File: src/rtl/reg_file_param.sv
// Parameterised two-read/one-write register file on the falling clock edge,
// with write-through bypass and a self-timed clear sweep across all registers.
//
// state | meaning
// ------+-------------------------------------------------------------
// IDLE  | normal operation: writes, reads and bypass active
// SWEEP | clearing register PTR each edge; writes/CLR ignored, Q0/Q1 held at 0
module reg_file_param #(
  parameter int DATA_W   = 10,
  parameter int ADDR_W   = 2,
  parameter int ZERO_REG = 0
) (
  input  logic              CLKb,
  input  logic              RSTb,
  input  logic [DATA_W-1:0] D,
  input  logic              ENW,
  input  logic [ADDR_W-1:0] WRA,
  input  logic              ENR0,
  input  logic [ADDR_W-1:0] RDA0,
  input  logic              ENR1,
  input  logic [ADDR_W-1:0] RDA1,
  input  logic              CLR,
  output logic [DATA_W-1:0] Q0,
  output logic [DATA_W-1:0] Q1,
  output logic              BUSY
);

  localparam int              DEPTH    = 1 << ADDR_W;
  localparam logic [ADDR_W-1:0] PTR_LAST = ADDR_W'(DEPTH - 1);
  localparam bit              ZR       = (ZERO_REG != 0);

  typedef enum logic {
    IDLE  = 1'b0,
    SWEEP = 1'b1
  } state_t;

  state_t              state_q;
  state_t              state_d;
  logic [ADDR_W-1:0]   ptr_q;
  logic [ADDR_W-1:0]   ptr_d;
  logic [DATA_W-1:0]   mem [DEPTH];
  logic                busy;
  logic                wr_en;
  logic                rd0_zero;
  logic                rd1_zero;
  logic [DATA_W-1:0]   q0_d;
  logic [DATA_W-1:0]   q1_d;

  // BUSY decodes directly from the state flop, so it is glitch-free.
  assign busy = (state_q == SWEEP);
  assign BUSY = busy;

  // A CLR edge in IDLE discards the same-edge write; register 0 is read-only when hardwired.
  assign wr_en    = ENW && !busy && !CLR && !(ZR && (WRA == '0));
  assign rd0_zero = ZR && (RDA0 == '0);
  assign rd1_zero = ZR && (RDA1 == '0);

  always_ff @(negedge CLKb or negedge RSTb) begin
    if (!RSTb) begin
      state_q <= IDLE;
      ptr_q   <= '0;
    end else begin
      state_q <= state_d;
      ptr_q   <= ptr_d;
    end
  end

  always_comb begin
    state_d = state_q;
    ptr_d   = ptr_q;
    case (state_q)
      IDLE: begin
        if (CLR) begin
          state_d = SWEEP;
          ptr_d   = '0;
        end
      end
      SWEEP: begin
        if (ptr_q == PTR_LAST) begin
          state_d = IDLE;
          ptr_d   = '0;
        end else begin
          ptr_d = ptr_q + ADDR_W'(1);
        end
      end
      default: begin
        state_d = IDLE;
        ptr_d   = '0;
      end
    endcase
  end

  always_ff @(negedge CLKb or negedge RSTb) begin
    if (!RSTb) begin
      for (int i = 0; i < DEPTH; i++) begin
        mem[i] <= '0;
      end
    end else if (busy) begin
      mem[ptr_q] <= '0;
    end else if (wr_en) begin
      mem[WRA] <= D;
    end
  end

  // Read data: new write data wins over stored contents when addresses match.
  always_comb begin
    q0_d = '0;
    q1_d = '0;
    if (!busy && ENR0 && !rd0_zero) begin
      q0_d = (wr_en && (RDA0 == WRA)) ? D : mem[RDA0];
    end
    if (!busy && ENR1 && !rd1_zero) begin
      q1_d = (wr_en && (RDA1 == WRA)) ? D : mem[RDA1];
    end
  end

  always_ff @(negedge CLKb or negedge RSTb) begin
    if (!RSTb) begin
      Q0 <= '0;
      Q1 <= '0;
    end else begin
      Q0 <= q0_d;
      Q1 <= q1_d;
    end
  end

endmodule
File: config.mk
export PLATFORM = sky130hd
export DESIGN_NAME = reg_file_param
export DESIGN_NICKNAME = d
export VERILOG_FILES = /design/src/rtl/reg_file_param.sv
export SDC_FILE = /design/constraint.sdc
export NUM_CORES = 1
export LEC_CHECK = 0
export CAP_MARGIN = 20
export CORE_MARGIN = 2
export CORE_UTILIZATION = 55
export CTS_CLUSTER_SIZE = 40
export DETAILED_ROUTE_END_ITERATION = 16
export PLACE_DENSITY = 0.79
export SYNTH_ARGS = -nofsm -noshare
export SYNTH_HDL_FRONTEND = slang
export SYNTH_SLANG_ARGS = --single-unit
File: constraint.sdc
create_clock -name CLKb -period 1.9 [get_ports CLKb]
set_input_delay 0.19 -clock CLKb [delete_from_list [all_inputs] [get_ports CLKb]]
set_output_delay 0.19 -clock CLKb [all_outputs]
set_load 0.01 [all_outputs]
# == After elaboration in Yosys (flattened, before gate mapping) ==
# Cells that the tools add are included.
# totals
ff_bits,63
inputBits,22
out_inout_bits,21
wordCells,60
# classes
n_addsub,1
n_lt_le_gt_ge,6
eq_ne,4
muxes,23
bitwise_logic,7
n_reduce_logical,11
# ops
cell,count
two-way mux 10 bit,10
two-way mux 40 bit,2
AND 40 bit,1
binary-select mux 10 bit (select 2 bit),2
bitwise mux 40 bit,1
demux 10 bit (select 2 bit),2
inverter 40 bit,1
>= comparator 3 bit (second input constant),4
inverter 2 -> 3 bit,4
logical AND 1 bit,8
less-than comparator 3 x 1 -> 1 bit (second input constant),2
equality test 2 bit,2
two-way mux 2 bit,2
case mux 2 bit (2 select lines),1
adder 2 x 1 -> 2 bit (second input constant),1
equality test 2 bit (second input constant),1
zero test 1 bit,2
two-way mux 1 bit,2
inequality test 2 bit (second input constant),1
case mux 1 bit (2 select lines),1
nonzero test 2 bit,1
inverter 1 bit,1

# == Longest topological paths before layout ==
# logic_depth
ltp_word,8
ltp_mapped,5
depth_no_buf,5

==> metrics.sh <==
CRIT_PATH_CELL_TRACE='buf_2'
LAYOUT-AREA-OVERHEAD-VS-SYNTH_PCT=53.2
NETS=405
ROOT_DRIVER='sky130_fd_sc_hd__clkbuf_8'
LAYOUT.CELLS.NON_FILLER=459
TIMING.CRITICAL_PATH.REQUIRED_PS=1710
CRITICAL_PATH.MAX_FANOUT=1
SYNTH.CELL_AREA_SQ_MM=0.00345
GLOBALROUTEOVERFLOWTOTAL=0
CP-START-KIND='flip-flop'
FINAL_CRITICAL_PATH_SETUP_SLACK_PS=-177
P_LEAK_nW=2.36
PORT_BUFFERS=42
DETAIL_ROUTE.DRC_VIOLATIONS=0
DESIGN.CORE.AREA_SQ_MM=0.00599
CLOCK_SKEW_PS=14.9
ROUTED-VIA-COUNT=3609
RSZ_0062_RAISED_AFTER_GLOBAL_ROUTING='yes'
GRT_FIRST_PASS_WIRELENGTH_MM=19.4
DIEWIDTH_MICRONS=83.2
AVGSYNTHCELLAREA_SQ_UM=11.6
TIMING.SLEW.HEADROOM_PCT=60.3
WORST-ENDPOINT-ARRIVAL_PS=1890
TRACK_USAGE_PCT=37.3
FILL_CELL_INSTANCE_COUNT_OF_THE_FINAL_LAYOUT=188
HOLDCRITPATHCLASS='reg2reg'
CRITPATHSLOWESTCELL='sky130_fd_sc_hd__dfrtn_1'
NETLIST.TOP_CELL.BY_AREA='sky130_fd_sc_hd__dfrtn_1'
COMB_POWER_SHARE_PCT=36.8
TRITONCTS.NUM_BUFFERS=9
NETSWITCHINGPOWER_mW=2.04
YS_TYPES=30
MAX-VDD-IR-DROP_uV=778
CTS.CLK_SLEW.WORST_PATHS_PS=60
INTERNAL-POWER_mW=3.09
HEIGHT_OF_THE_DIE_MICRONS=83.2
DESIGN_AREA_SQ_MM=0.00529
INITIAL_UTILIZATION_PCT=57.6
POWER.SHARE.CLOCK_PCT=27.8
PLACE_HPWL_MM=6.45
FINALHOLDVIOLATIONS=0
CTS_NUM_SINKS=63
CRITPATHCAPTURETYPE='primary output'
DESIGN.DIE.AREA_SQ_MM=0.00693
LAYOUT.CORE_UTILIZATION_PCT=88.3
PWR_DENSITY_CELL_mW_PER_MM2=970
CRITICAL_PATH.MAX_STAGE_DELAY_PS=440
CLOCK_INSERTION_DELAY_AT_THE_LATER_PIN_OF_THE_SKEW_REPORT_PS=350
FIRST_GLOBAL_VIAS=3416
NUMBER_OF_BUFFERS_AND_INVERTERS_ON_THE_CRITICAL_PATH=1
DRT-INITIAL-DRC-COUNT=717
CRITICALPATHCATEGORY='reg2out'
SEQ_POWER_SHARE_PCT=35.4
GRT_MAX_DEGREE=64
IO_PINS=43
VIOLATIONS='negative setup slack'
SYNTH_TOP_CELL_AREA_SHARE_PCT=45.7
DRT-TOTAL-WL_MM=15.2
FIRST_PASS_ITERS=7
PLACE.GP.CONGESTION=0.868
NUMBER_OF_SYNTHESIZED_REGISTER_BITS=63
DP_CELLS=420
MAX-CAP-VIOLATIONS=0
CTS_TREE='yes'
CP_TOP_FAMILY='flip-flops'
TIMING_WORST_SLEW_PIN_VALUE_PS=596
SYNTH_CELLS=297
VIAS_PER_CELL=7.86
CORE.ROWCOUNT=28
ANTENNA_FOUND_INITIAL=0
CTS.PATH.MAX_BUFFERS=2
SETUP_TOTAL_NEGATIVE_SLACK_PS=-3450
POSTSYNTHNETCOUNT=323
SYNTH-SEQ-AREA-SHARE_PCT=45.7
SLEW_VIOL_FINAL=0
SETUP_VIOL_COUNT_FINAL=39
SYNTH-WARNING-COUNT=0
DETAIL-ROUTE-ANTENNA-NETS=0
POST_SYNTH_MAIN_AREA_CONTRIBUTORS='sky130_fd_sc_hd__dfrtn_1 (46%), sky130_fd_sc_hd__mux4_2 (13%), sky130_fd_sc_hd__mux2i_1 (9.0%)'
STATUS='finished with violations'
AVGROUTEDWIREPERCELL_MICRONS=33.1
PLACEMENT.SETUP.WORST_SLACK_PS=-783
POST_ROUTE_CELLS_DRIVE_ABOVE_1_SHARE_PCT=45.1
SHARE_OF_TOTAL_POWER_CONSUMED_BY_NET_SWITCHING_PCT=39.8
DIODES=0
PLACEMENT.CELL_AREA_SQ_MM=0.00426
H-TREE-DEPTH=3
[timing repair]
action	in CTS	in global routing
pin swaps	39	19
hold buffers	0	0
cloned	13	2
setup endpoints to repair	81	55
setup buffers	7	5
resized for setup	179	54
[synthesized netlist by cell type (all sizes together)]
cell type,number
a21o,1
nor3b,2
nand3,10
xor2,4
or3b,1
nand2b,3
mux4,20
inv,13
nor3,1
mux2i,31
nor2,1
a21oi,30
xnor2,4
ha,4
o21ai,10
and2,1
and3b,1
nor2b,1
clkbuf,4
nand2,37
dfrtn,63
buf,13
nand3b,1
o31ai,21
nand4,20
[power groups by stage]
| stage | logic [mW] | registers, mW | clock network (mW) |
|---|---|---|---|
| global placement | 1.18 | 1.75 | 0 |
| floorplan | 0.791 | 1.72 | 0 |
| detailed placement | 1.23 | 1.77 | 0 |
| finish | 1.89 | 1.82 | 1.43 |
| global route | 1.94 | 1.82 | 1.48 |
| CTS | 1.47 | 1.74 | 1.35 |
[metrics by stage]
stage	hold slack [ps]	power [mW]
6_report	568	5.13
5_1_grt	576	5.23
4_1_cts	532	4.56
3_3_place_gp	513	2.93
2_1_floorplan	487	2.51
3_5_place_dp	532	2.99
[cell usage in the layout (no fill, tap or decap), types with 11 or more instances in the layout]
cell type,count
sky130_fd_sc_hd__buf_12,16
sky130_fd_sc_hd__a21oi_1,19
sky130_fd_sc_hd__clkdlybuf4s50_1,12
sky130_fd_sc_hd__nand2_1,34
sky130_fd_sc_hd__nand4_1,20
sky130_fd_sc_hd__mux4_2,20
sky130_fd_sc_hd__dfrtn_1,63
sky130_fd_sc_hd__inv_1,13
sky130_fd_sc_hd__mux2i_1,31
sky130_fd_sc_hd__o31ai_4,15
sky130_fd_sc_hd__a21oi_2,11
sky130_fd_sc_hd__buf_2,20
[final timing paths]
path                            cells after the start       to  slack (ps)     from
worst max-delay path                                1    Q0[7]        -180    Q0[7]
worst min-delay path                                2  mem[22]         570  mem[22]
worst max register to register                      3   mem[9]         170     BUSY
worst min register to register                      2  mem[22]         570  mem[22]
max in group asynchronous                           2  mem[35]         900     RSTb
min in group asynchronous                           2    Q0[0]         660     RSTb
[kinds of logic after synthesis]
kind of cell	Yosys count	synth area share, %
and+or+nand+nor	79	11.9
adders and majority gates	4	1.45
DFF	63	45.7
muxes	51	22.0
buffers and inverters	30	4.64
xor gates and xnor gates	8	3.77
AOI/OAI and AO/OA	62	10.6
[metal layers]
layer,vias to the layer above,track usage (%),routed length (microns)
met3,173,10.4,2230
met2,415,60.1,6700
met1,1717,45.1,4900
met5,-,0,0
li1,1304,-,-
met4,0,20.9,1360
[state kept, by name, summed over array words and instances, names as in the netlist]
register / cells
Q0: 10
Q1: 10
ptr_q: 2
BUSY: 1
mem: 40
[final cells by class]
cell class | count | area [sq um] | share of cell area (%)
Multi-Input combinational cell | 216 | 2440 | 46.1
Timing Repair Buffer | 76 | 906 | 17.1
Clock inverter | 7 | 104 | 1.96
Sequential cell | 63 | 1580 | 29.8
Inverter | 13 | 48.8 | 0.923
Clock buffer | 9 | 124 | 2.34
Tap cell | 75 | 93.8 | 1.77
Power figures use the tool's default switching activity.
